### src/rtl/register_pkg.sv
// Shared types and constants for the register write path between the SPI
// slave and the voice parameter RAM.
package register_pkg;

    localparam int REG_NUM_W   = 16;
    localparam int REG_VALUE_W = 16;

    typedef logic [REG_NUM_W-1:0]   reg_number_t;
    typedef logic [REG_VALUE_W-1:0] reg_value_t;

    typedef struct packed {
        reg_number_t number;
        reg_value_t  value;
    } reg_write_t;

    // Writing this register number clears the sticky overflow state instead
    // of touching the parameter RAM.
    localparam reg_number_t REG_CTRL_CLEAR = 16'hFFFF;

    localparam logic [7:0] OVERFLOW_COUNT_MAX = 8'hFF;

    typedef enum logic [1:0] {
        IDLE,
        WAIT_SLOT,
        WRITE
    } sched_state_t;

endpackage

### src/rtl/register_write_fifo.sv
// Synchronous FIFO of pending register writes. Pointers carry one extra bit
// so full and empty are told apart without a separate occupancy counter.
module register_write_fifo
    import register_pkg::*;
#(
    parameter int  FIFO_DEPTH = 8,
    parameter type entry_t    = reg_write_t
) (
    input  logic   i_Clock,
    input  logic   i_Reset,
    input  logic   push,
    input  entry_t push_data,
    input  logic   pop,
    output entry_t head,
    output logic   full,
    output logic   empty
);

    localparam int ADDR_W = $clog2(FIFO_DEPTH);
    localparam int PTR_W  = ADDR_W + 1;

    entry_t           mem [FIFO_DEPTH];
    logic [PTR_W-1:0] wr_ptr;
    logic [PTR_W-1:0] rd_ptr;
    logic             do_push;
    logic             do_pop;

    assign empty   = (wr_ptr == rd_ptr);
    assign full    = (wr_ptr[PTR_W-1] != rd_ptr[PTR_W-1]) &&
                     (wr_ptr[ADDR_W-1:0] == rd_ptr[ADDR_W-1:0]);
    assign do_pop  = pop && !empty;
    // A push into a full FIFO is still taken when the head leaves this cycle.
    assign do_push = push && (!full || do_pop);
    assign head    = mem[rd_ptr[ADDR_W-1:0]];

    // Advance read/write pointers; wrap-around falls out of the pointer width.
    // NOTE: sequential state uses non-blocking assignments so every flop samples pre-edge values.
    always_ff @(posedge i_Clock) begin
        if (!i_Reset) begin
            wr_ptr <= '0;
            rd_ptr <= '0;
        end else begin
            if (do_push) wr_ptr <= wr_ptr + 1'b1;
            if (do_pop)  rd_ptr <= rd_ptr + 1'b1;
        end
    end

    // Entry storage.
    // NOTE: storage is deliberately not reset; the pointers alone define which entries are valid.
    always_ff @(posedge i_Clock) begin
        if (do_push) mem[wr_ptr[ADDR_W-1:0]] <= push_data;
    end

endmodule

### src/rtl/register_write_scheduler.sv
// Buffers register writes decoded by the SPI slave and commits them to the
// voice parameter RAM only in slots the voice pipeline leaves free.
// Optional feature macro: REGISTER_WRITE_OVERFLOW_COUNTER_EN adds an 8-bit
// saturating count of dropped commands on o_OverflowCount.
module register_write_scheduler
    import register_pkg::*;
#(
    parameter int FIFO_DEPTH = 8,
    parameter int NUM_W      = REG_NUM_W,
    parameter int VALUE_W    = REG_VALUE_W
) (
    input  logic               i_Clock,
    input  logic               i_Reset,
    input  logic               i_RegisterWriteEnable,
    input  logic [NUM_W-1:0]   i_RegisterWriteNumber,
    input  logic [VALUE_W-1:0] i_RegisterWriteValue,
    input  logic               i_PipelineBusyNext,
    output logic               o_ParamWriteEnable,
    output logic [NUM_W-1:0]   o_ParamWriteAddress,
    output logic [VALUE_W-1:0] o_ParamWriteData,
    output logic               o_FifoFull,
    output logic               o_Overflow
`ifdef REGISTER_WRITE_OVERFLOW_COUNTER_EN
    ,
    output logic [7:0]         o_OverflowCount
`endif
);

    typedef struct packed {
        logic [NUM_W-1:0]   number;
        logic [VALUE_W-1:0] value;
    } entry_t;

    localparam logic [NUM_W-1:0] CLEAR_NUMBER = NUM_W'(REG_CTRL_CLEAR);

    sched_state_t state_q;
    sched_state_t state_d;
    logic         enable_last;
    logic         capture;
    logic         drop;
    logic         fifo_pop;
    logic         fifo_full;
    logic         fifo_empty;
    logic         load_slot;
    logic         clear_cmd;
    entry_t       push_entry;
    entry_t       head;

    // Remember the previous enable level; reset to 1 so a level held across
    // reset is not mistaken for a new command.
    always_ff @(posedge i_Clock) begin
        if (!i_Reset) enable_last <= 1'b1;
        else          enable_last <= i_RegisterWriteEnable;
    end

    assign capture    = i_RegisterWriteEnable && !enable_last;
    assign drop       = capture && fifo_full && !fifo_pop;
    assign push_entry = '{number: i_RegisterWriteNumber, value: i_RegisterWriteValue};

    register_write_fifo #(
        .FIFO_DEPTH (FIFO_DEPTH),
        .entry_t    (entry_t)
    ) u_fifo (
        .i_Clock   (i_Clock),
        .i_Reset   (i_Reset),
        .push      (capture && !drop),
        .push_data (push_entry),
        .pop       (fifo_pop),
        .head      (head),
        .full      (fifo_full),
        .empty     (fifo_empty)
    );

    // FSM state register.
    always_ff @(posedge i_Clock) begin
        if (!i_Reset) state_q <= IDLE;
        else          state_q <= state_d;
    end

    // Next-state logic: pop in IDLE, wait for a free RAM slot, strobe once.
    // NOTE: every output of this block gets a default first so no latch is inferred.
    always_comb begin
        state_d   = state_q;
        fifo_pop  = 1'b0;
        load_slot = 1'b0;
        clear_cmd = 1'b0;
        case (state_q)
            IDLE: begin
                if (!fifo_empty) begin
                    fifo_pop = 1'b1;
                    if (head.number == CLEAR_NUMBER) begin
                        clear_cmd = 1'b1;
                    end else begin
                        load_slot = 1'b1;
                        state_d   = WAIT_SLOT;
                    end
                end
            end
            WAIT_SLOT: if (!i_PipelineBusyNext) state_d = WRITE;
            WRITE:     state_d = IDLE;
            default:   state_d = IDLE;
        endcase
    end

    assign o_ParamWriteEnable = (state_q == WRITE);
    assign o_FifoFull         = fifo_full;

    // Hold address/data steady from the pop through the write strobe.
    always_ff @(posedge i_Clock) begin
        if (!i_Reset) begin
            o_ParamWriteAddress <= '0;
            o_ParamWriteData    <= '0;
        end else if (load_slot) begin
            o_ParamWriteAddress <= head.number;
            o_ParamWriteData    <= head.value;
        end
    end

    // Sticky overflow flag; a drop outranks a clear in the same cycle.
    always_ff @(posedge i_Clock) begin
        if (!i_Reset)       o_Overflow <= 1'b0;
        else if (drop)      o_Overflow <= 1'b1;
        else if (clear_cmd) o_Overflow <= 1'b0;
    end

`ifdef REGISTER_WRITE_OVERFLOW_COUNTER_EN
    // Saturating count of dropped commands, restarted by the clear command.
    always_ff @(posedge i_Clock) begin
        if (!i_Reset) begin
            o_OverflowCount <= '0;
        end else if (drop) begin
            if (clear_cmd)                                o_OverflowCount <= 8'd1;
            else if (o_OverflowCount != OVERFLOW_COUNT_MAX) o_OverflowCount <= o_OverflowCount + 8'd1;
        end else if (clear_cmd) begin
            o_OverflowCount <= '0;
        end
    end
`endif

endmodule

### config.mk
export PLATFORM = sky130hd
export DESIGN_NAME = register_write_scheduler
export DESIGN_NICKNAME = d
export VERILOG_FILES = /design/src/rtl/register_pkg.sv /design/src/rtl/register_write_fifo.sv /design/src/rtl/register_write_scheduler.sv
export SDC_FILE = /design/constraint.sdc
export NUM_CORES = 1
export LEC_CHECK = 0
export CAP_MARGIN = 0
export CORE_MARGIN = 2
export CORE_UTILIZATION = 59
export DETAILED_ROUTE_END_ITERATION = 8
export GPL_ROUTABILITY_DRIVEN = 0
export PLACE_DENSITY = 0.86
export SLEW_MARGIN = 20
export SYNTH_ARGS = -nofsm -noshare
export SYNTH_HDL_FRONTEND = slang
export SYNTH_SLANG_ARGS = --single-unit
### constraint.sdc
create_clock -name i_Clock -period 5.4 [get_ports i_Clock]
set_input_delay 1.08 -clock i_Clock [delete_from_list [all_inputs] [get_ports i_Clock]]
set_output_delay 1.08 -clock i_Clock [all_outputs]
set_load 0.02 [all_outputs]
==> Flow_metrics.wiki, run 1 <==
{| class="wikitable"
! Metric !! Value
|-
| Syn. warnings || 0
|-
| Total standard cell area after synthesis || 0.0117 mm^2
|-
| Cell types with the highest counts after synthesis || sky130_fd_sc_hd__edfxtp_1, sky130_fd_sc_hd__mux4_2, sky130_fd_sc_hd__dfxtp_1
|-
| Share of the synthesized area in the top cell type || 65.9%
|-
| Register bit total from synthesis || 303
|-
| Worst setup path class || flop to output port
|-
| Final Net Count || 697
|-
| Synthesized net count || 616
|-
| Count of final hold-check violations || 0
|-
| Cell with the largest stage delay on the worst path || sky130_fd_sc_hd__clkdlybuf4s50_1
|-
| Number of enable flip-flop cells after synthesis || 256
|-
| Distinct cells, synth || 38
|-
| Via count of the first global-routing pass || 6182
|-
| CTS tree || done
|-
| Top achievable clock speed || 283 MHz
|-
| Fraction of the yosys area taken by sequential cells || 74.0%
|-
| Min-delay worst type || flop to flop
|-
| Number of antenna violations at the first check in global routing || 1
|-
| Width of the die || 145 um
|-
| Share of flip-flops with an asynchronous set or reset || 0%
|-
| Period utilisation layout || 65.5%
|-
| Vert. Die Dim || 145 um
|-
| Global routing usage summed across all routing layers || 22.8%
|-
| Overall Power || 0.00580 W
|-
| Die area || 0.0209 mm^2
|-
| Iter 0 DRT Violations || 403
|-
| Number of input and output port buffers inserted || 70
|-
| Cell type with the highest aggregate area in the netlist || sky130_fd_sc_hd__edfxtp_1
|-
| Setup violators final || 0
|-
| Status || finished, final reports clean
|-
| Arrival time of the worst setup path || 2460 ps
|-
| # H-tree levels || 1
|-
| Antenna violation net count after detailed routing || 0
|-
| Static power due to leakage || 4.49 nW
|-
| Setup TNS || 0 ps
|-
| Row count || 51
|-
| Post-detailed-placement half-perimeter wirelength || 12900 um
|-
| Ratio of cells with drive above 1 in the final layout || 17.7%
|-
| CTS clock-pin slew for the worst setup and hold paths || 70 ps
|-
| Number of design rule violations left after detail routing || 0
|-
| Initial core utilization || 59.9%
|-
| Flip-flop cell with the highest count after synthesis || sky130_fd_sc_hd__edfxtp_1
|-
| Largest net degree at the start of global routing || 62
|-
| Post-synthesis area per instance || 20.2 um^2
|-
| Register-to-register path setup slack || 2060 ps
|-
| Number of ports placed on the die boundary || 71
|-
| Tmin final || 3540 ps
|-
| Largest cells by area after synthesis || sky130_fd_sc_hd__edfxtp_1, sky130_fd_sc_hd__mux4_2, sky130_fd_sc_hd__dfxtp_1
|-
| First-pass iteration count of the detailed router || 5
|-
| # fillers || 1121
|-
| Worst stage delay on the critical path || 710 ps
|-
| Required time reported for the critical path endpoint || 4320 ps
|-
| Final hold slack || 461 ps
|-
| Dominant cell by count in the synthesized netlist || sky130_fd_sc_hd__edfxtp_1
|-
| Clock latency on the worst-skew pair || 540 ps
|-
| Vias after detailed routing || 5870
|-
| Worst slack, placed || 1960 ps
|-
| Cts bufs inserted || 29
|-
| Least-Margin Pin Slew || 1100 ps
|-
| Crit-path cells || xor2_1 -> nor4_1 -> clkdlybuf4s50_1
|-
| Cts hold-fix bufs || 0
|-
| Wire length of the first global-routing pass || 35100 um
|-
| Clk_skew || 16.3 ps
|-
| Post-CTS Repair Setup Buffers || 0
|-
| Number of maximum-capacitance violations || 0
|-
| Total power density per cell area || 428 mW/mm^2
|-
| Unrepaired setup endpoints after global routing || false
|-
| Overflow left after global routing || 0
|-
| Wirelength, routed || 23100 um
|-
| Element type at the critical path end || output port
|-
| Number of cells produced by synthesis || 578
|-
| Worst setup path startpoint || u_fifo.wr_ptr[0]$_SDFFE_PN0P_
|-
| Kind of launch point of the worst setup path || flop
|-
| Clock root buffer || sky130_fd_sc_hd__clkbuf_16
|-
| Normalized max-slew margin || 26.9%
|-
| Hold path startpoint || state_q[1]$_SDFFE_PN0P_
|-
| Final Worst Setup Slack || 1860 ps
|-
| Pins Over Slew Limit || 0
|-
| Maximum count of clock buffers along a single path || 3
|-
| Worst supply voltage drop on vdd || 0.253 mV
|-
| CTS resizes || 0
|-
| Core Box Area || 0.0195 mm^2
|-
| Number of sinks handled by clock tree synthesis || 303
|-
| P&R area growth vs syn || 16.2%
|-
| Maximum fanout along the worst path || 8
|-
| Routed length per placed instance || 24.3 um
|-
| Average vias per placed instance || 6.19
|}
==> cell type report <==
class | count | area [um^2] | share of cell area, %
repair buffers | 84 | 803 | 5.93
clock buffers | 36 | 772 | 5.69
flip-flops and latches | 303 | 8630 | 63.7
inverters | 1 | 3.75 | 0.0277
clock inverters | 18 | 190 | 1.40
multi-input cells | 240 | 2820 | 20.8
diodes | 1 | 2.50 | 0.0185
well taps | 265 | 332 | 2.45
==> kinds of logic after synthesis <==
group           synth area share (%)
fa+ha+maj                      0.214
compound gates                  2.99
xor+xnor                       0.601
buf+inv                         2.16
mux                             15.6
simple gates                    4.46
flops                           74.0
==> layout by cell type (no fill, tap or decap), types with 13 or more instances in the layout <==
cell type | netlist | final
sky130_fd_sc_hd__buf_4 | 2 | 15
sky130_fd_sc_hd__clkbuf_16 | 0 | 29
sky130_fd_sc_hd__clkdlybuf4s50_1 | 0 | 69
sky130_fd_sc_hd__dfxtp_1 | 47 | 44
sky130_fd_sc_hd__edfxtp_1 | 256 | 256
sky130_fd_sc_hd__mux2i_1 | 33 | 33
sky130_fd_sc_hd__mux4_1 | 13 | 13
sky130_fd_sc_hd__mux4_2 | 51 | 51
sky130_fd_sc_hd__nand2_1 | 23 | 23
sky130_fd_sc_hd__nand2b_1 | 24 | 24
sky130_fd_sc_hd__o211a_1 | 16 | 16
sky130_fd_sc_hd__o211ai_1 | 16 | 16
==> power breakdown <==
group          switching [W]  total (W)  internal (W)
Clock               0.000826    0.00203       0.00120
Combinational       0.000479   0.000989      0.000510
Sequential          0.000129    0.00278       0.00266
==> path summary, 6_finish.rpt <==
| kind | end | cells after the start |
|---|---|---|
| setup / recovery | o_FifoFull | 3 |
| hold / removal | state_q[1]$_SDFFE_PN0P_ | 1 |
| setup reg to reg | o_ParamWriteData[7]$_SDFFE_PN0P_ | 7 |
| hold reg to reg | state_q[1]$_SDFFE_PN0P_ | 1 |
==> registers in the layout, summed over array words and instances (netlist names), named ones only <==
signal / count
o_ParamWriteAddress: 16
u_fifo.mem: 256
state_q: 2
u_fifo.wr_ptr: 4
u_fifo.rd_ptr: 4
enable_last: 1
o_ParamWriteData: 16
o_Overflow: 1
==> stage by stage <==
stage / std cells / area (um^2) / util, %
floorplan: 578 / 11700 / -
global placement: 893 / 12600 / 64.7
detailed placement: 893 / 12600 / 64.7
CTS: 947 / 13600 / 69.6
global route: 948 / 13600 / 69.7
finish: 948 / 13600 / 69.7
==> routing by layer <==
layer | vias to the layer above | wire length [um] | share of wire (%) | track usage [%]
met4 | 0 | 922 | 4.0 | 10.9
li1 | 2507 | - | - | -
met2 | 309 | 11500 | 50 | 37.8
met5 | - | 0 | 0 | 0
met1 | 2981 | 8940 | 39 | 29.4
met3 | 73 | 1660 | 7.2 | 4.47
==> critical path, delay by kind of cell (launching register included) <==
kind / cells / cell delay [ps]
XOR/XNOR: 1 / 140
buffers and inverters: 1 / 710
flip-flops: 1 / 540
AND/OR/NAND/NOR: 1 / 530
No activity file was read; power rests on OpenSTA's default activity.
==> run 2: changes to the inputs <==
==> constraint.sdc (replaced) <==
create_clock -name i_Clock -period 3.7 [get_ports i_Clock]
set_input_delay 0.74 -clock i_Clock [delete_from_list [all_inputs] [get_ports i_Clock]]
set_output_delay 0.74 -clock i_Clock [all_outputs]
set_load 0.02 [all_outputs]
==> run 2 against run 1 <==
Net effect: die area unchanged; wire length increased by 0.24%; sequential share of layout area fell by 0.19 points; count of clock-buffer cells in the layout fell by 6; combinational power increased by 46%; cell area increased by 0.30%; via count decreased by 0.77%; first-iteration DRC count rose by 5.0%; critical endpoint unchanged.
==> Flow_metrics.wiki, run 2 (synthesis gave the netlist of run 1 again) <==
{| class="wikitable"
! Metric !! Value
|-
| Wirelength, routed || 23100 um (+0.24%)
|-
| Average vias per placed instance || 6.16 (-0.56%)
|-
| Finished Core Util || 69.9% (+0.21 points)
|-
| Antenna violation net count after detailed routing || 0 (unchanged)
|-
| P&R area growth vs syn || 16.6%
|-
| Crit-path cells || xor2_1 -> nor4_1 -> clkdlybuf4s50_1
|-
| Kind of launch point of the worst setup path || flop
|-
| Largest net degree at the start of global routing || 38 (-39%)
|-
| Routed length per placed instance || 24.4 um (+0.45%)
|-
| CTS resizes || 0 (unchanged)
|-
| Unrepaired setup endpoints after global routing || false
|-
| CTS tree || done
|-
| Worst slack, placed || 578 ps (-1380 ps)
|-
| # fillers || 1110 (-0.98%)
|-
| Core Box Area || 0.0195 mm^2 (unchanged)
|-
| Width of the die || 145 um (unchanged)
|-
| Vert. Die Dim || 145 um (unchanged)
|-
| Worst stage delay on the critical path || 720 ps (about the same)
|-
| Number of ports placed on the die boundary || 71 (unchanged)
|-
| Least-Margin Pin Slew || 839 ps (-257 ps)
|-
| Element type at the critical path end || output port
|-
| Wire length of the first global-routing pass || 34400 um (-2.0%)
|-
| Required time reported for the critical path endpoint || 2960 ps (-1360 ps)
|-
| Worst supply voltage drop on vdd || 0.367 mV (+45%)
|-
| Number of input and output port buffers inserted || 70 (unchanged)
|-
| Arrival time of the worst setup path || 2560 ps (+100 ps)
|-
| Post-detailed-placement cell area || 0.0126 mm^2 (+0.12%)
|-
| Finished Layout Cells || 946 (-0.21%)
|-
| Ratio of cells with drive above 1 in the final layout || 18.1% (+0.32 points)
|-
| Worst reg2reg endpoint || o_ParamWriteData[4]$_SDFFE_PN0P_
|-
| Tmin final || 3300 ps
|-
| Maximum fanout along the worst path || 8 (unchanged)
|-
| Final Worst Setup Slack || 403 ps (-1460 ps)
|-
| Final antenna diode count || 0 (-1)
|-
| Most common library cell in the layout ignoring fill and taps || sky130_fd_sc_hd__edfxtp_1
|-
| Cell with the largest stage delay on the worst path || sky130_fd_sc_hd__clkdlybuf4s50_1
|-
| Count of final hold-check violations || 0 (unchanged)
|-
| Number of antenna violations at the first check in global routing || 0 (-1)
|-
| Row count || 51 (unchanged)
|-
| Static power due to leakage || 4.49 nW (+0.11%)
|-
| Reg2Reg Depth || 8 (+1)
|-
| Min-delay worst type || flop to flop
|-
| Cts bufs inserted || 29 (unchanged)
|-
| Number of design rule violations left after detail routing || 0 (unchanged)
|-
| Flip-flop count of the largest register, all copies and words added || 256 (unchanged)
|-
| Via count of the first global-routing pass || 6094 (-1.4%)
|-
| Clock root buffer || sky130_fd_sc_hd__clkbuf_16
|-
| Post-CTS Repair Setup Buffers || 0 (unchanged)
|-
| Global routing usage summed across all routing layers || 22.4% (-0.45 points)
|-
| CTS clock-pin slew for the worst setup and hold paths || 60 ps (about the same)
|-
| Hold path startpoint || o_ParamWriteData[10]$_SDFFE_PN0P_
|-
| Final hold slack || 457 ps (-4.70 ps)
|-
| Clk_skew || 16.3 ps (+0.0415 ps)
|-
| Final Net Count || 697 (unchanged)
|-
| Overflow left after global routing || 0 (unchanged)
|-
| Die area || 0.0209 mm^2 (unchanged)
|-
| Area used by multi-input combinational logic || 0.00283 mm^2 (+0.53%)
|-
| Initial core utilization || 59.9% (unchanged)
|-
| Pins Over Slew Limit || 0 (unchanged)
|-
| Dpl cells || 893 (unchanged)
|-
| Clock latency on the worst-skew pair || 540 ps (about the same)
|-
| Hold Path Sink || o_ParamWriteData[10]$_SDFFE_PN0P_
|-
| Post-detailed-placement half-perimeter wirelength || 12700 um (-0.97%)
|-
| Cts hold-fix bufs || 0 (unchanged)
|-
| Number of maximum-capacitance violations || 0 (unchanged)
|-
| Worst setup path class || flop to output port
|-
| Iter 0 DRT Violations || 423 (+5.0%)
|-
| Vias after detailed routing || 5825 (-0.77%)
|-
| Maximum count of clock buffers along a single path || 3 (unchanged)
|-
| Most used cells in the layout excluding fill and tap cells || sky130_fd_sc_hd__edfxtp_1, sky130_fd_sc_hd__clkdlybuf4s50_1, sky130_fd_sc_hd__mux4_2
|-
| Period utilisation layout || 89.1%
|-
| Summed area of non-filler cells in the final layout || 0.0136 mm^2 (+0.30%)
|-
| Area taken by flip-flops and latches || 0.00863 mm^2 (unchanged)
|-
| Setup violators final || 0 (unchanged)
|-
| # H-tree levels || 1 (unchanged)
|-
| Normalized max-slew margin || 44.1% (+17 points)
|-
| Number of sinks handled by clock tree synthesis || 303 (unchanged)
|-
| Total power density per cell area || 630 mW/mm^2 (+47%)
|-
| Register-to-register path setup slack || 820 ps (-1240 ps)
|-
| Hold depth || 2 (+1)
|-
| Top achievable clock speed || 303 MHz
|-
| Status || finished, final reports clean
|-
| First-pass iteration count of the detailed router || 4 (-1)
|}
-- run 2: power by group --
part           leakage (nW)  internal (W)  total (W)  switching (W)
logic                  1.32      0.000743    0.00144       0.000692
clock network         0.478       0.00184    0.00306        0.00122
registers              2.69       0.00388    0.00407       0.000189
-- run 2: area by class of cell --
cell class | count | area share (%)
clock buffer | 30 | 5.36
clock inverter | 23 | 1.93
inverter | 1 | 0.0276
multi-input combinational | 240 | 20.8
sequential | 303 | 63.5
tap | 265 | 2.44
timing repair buffer | 84 | 5.89
-- run 2: how the worst max path moves through the flow --
stage / slack, ps / endpoint / depth (start not counted) / from
2_1_floorplan: -170 / u_fifo.mem[2][0]$_DFFE_PP_ / 6 / u_fifo.wr_ptr[0]$_SDFFE_PN0P_
3_3_place_gp: 710 / u_fifo.mem[4][29]$_DFFE_PP_ / 6 / i_RegisterWriteEnable
3_5_place_dp: 580 / u_fifo.mem[4][2]$_DFFE_PP_ / 6 / i_RegisterWriteEnable
4_1_cts: 370 / o_FifoFull / 3 / u_fifo.wr_ptr[1]$_SDFFE_PN0P_
5_1_grt: 210 / o_FifoFull / 3 / u_fifo.wr_ptr[1]$_SDFFE_PN0P_
6_report: 400 / o_FifoFull / 3 / u_fifo.wr_ptr[0]$_SDFFE_PN0P_
-- run 2: per-stage QoR --
stage          power (W)  TNS, ps
6_report         0.00856        0
3_5_place_dp     0.00555        0
3_3_place_gp     0.00549        0
2_1_floorplan    0.00508   -16740
5_1_grt          0.00883        0
4_1_cts          0.00861        0
-- run 2: critical path, delay by kind of cell (launching register included) --
family / cells / cell delay [ps]
buf+inv: 1 / 720
xor+xnor: 1 / 150
flops: 1 / 590
simple gates: 1 / 550
-- run 2: metal layers --
metal / part of all wire [%] / up-vias / track usage (%)
met5: 0 / - / 0
met4: 2.4 / 0 / 8.33
met3: 5.8 / 52 / 3.31
met2: 53 / 250 / 39.5
met1: 38 / 3022 / 28.4
li1: - / 2501 / -
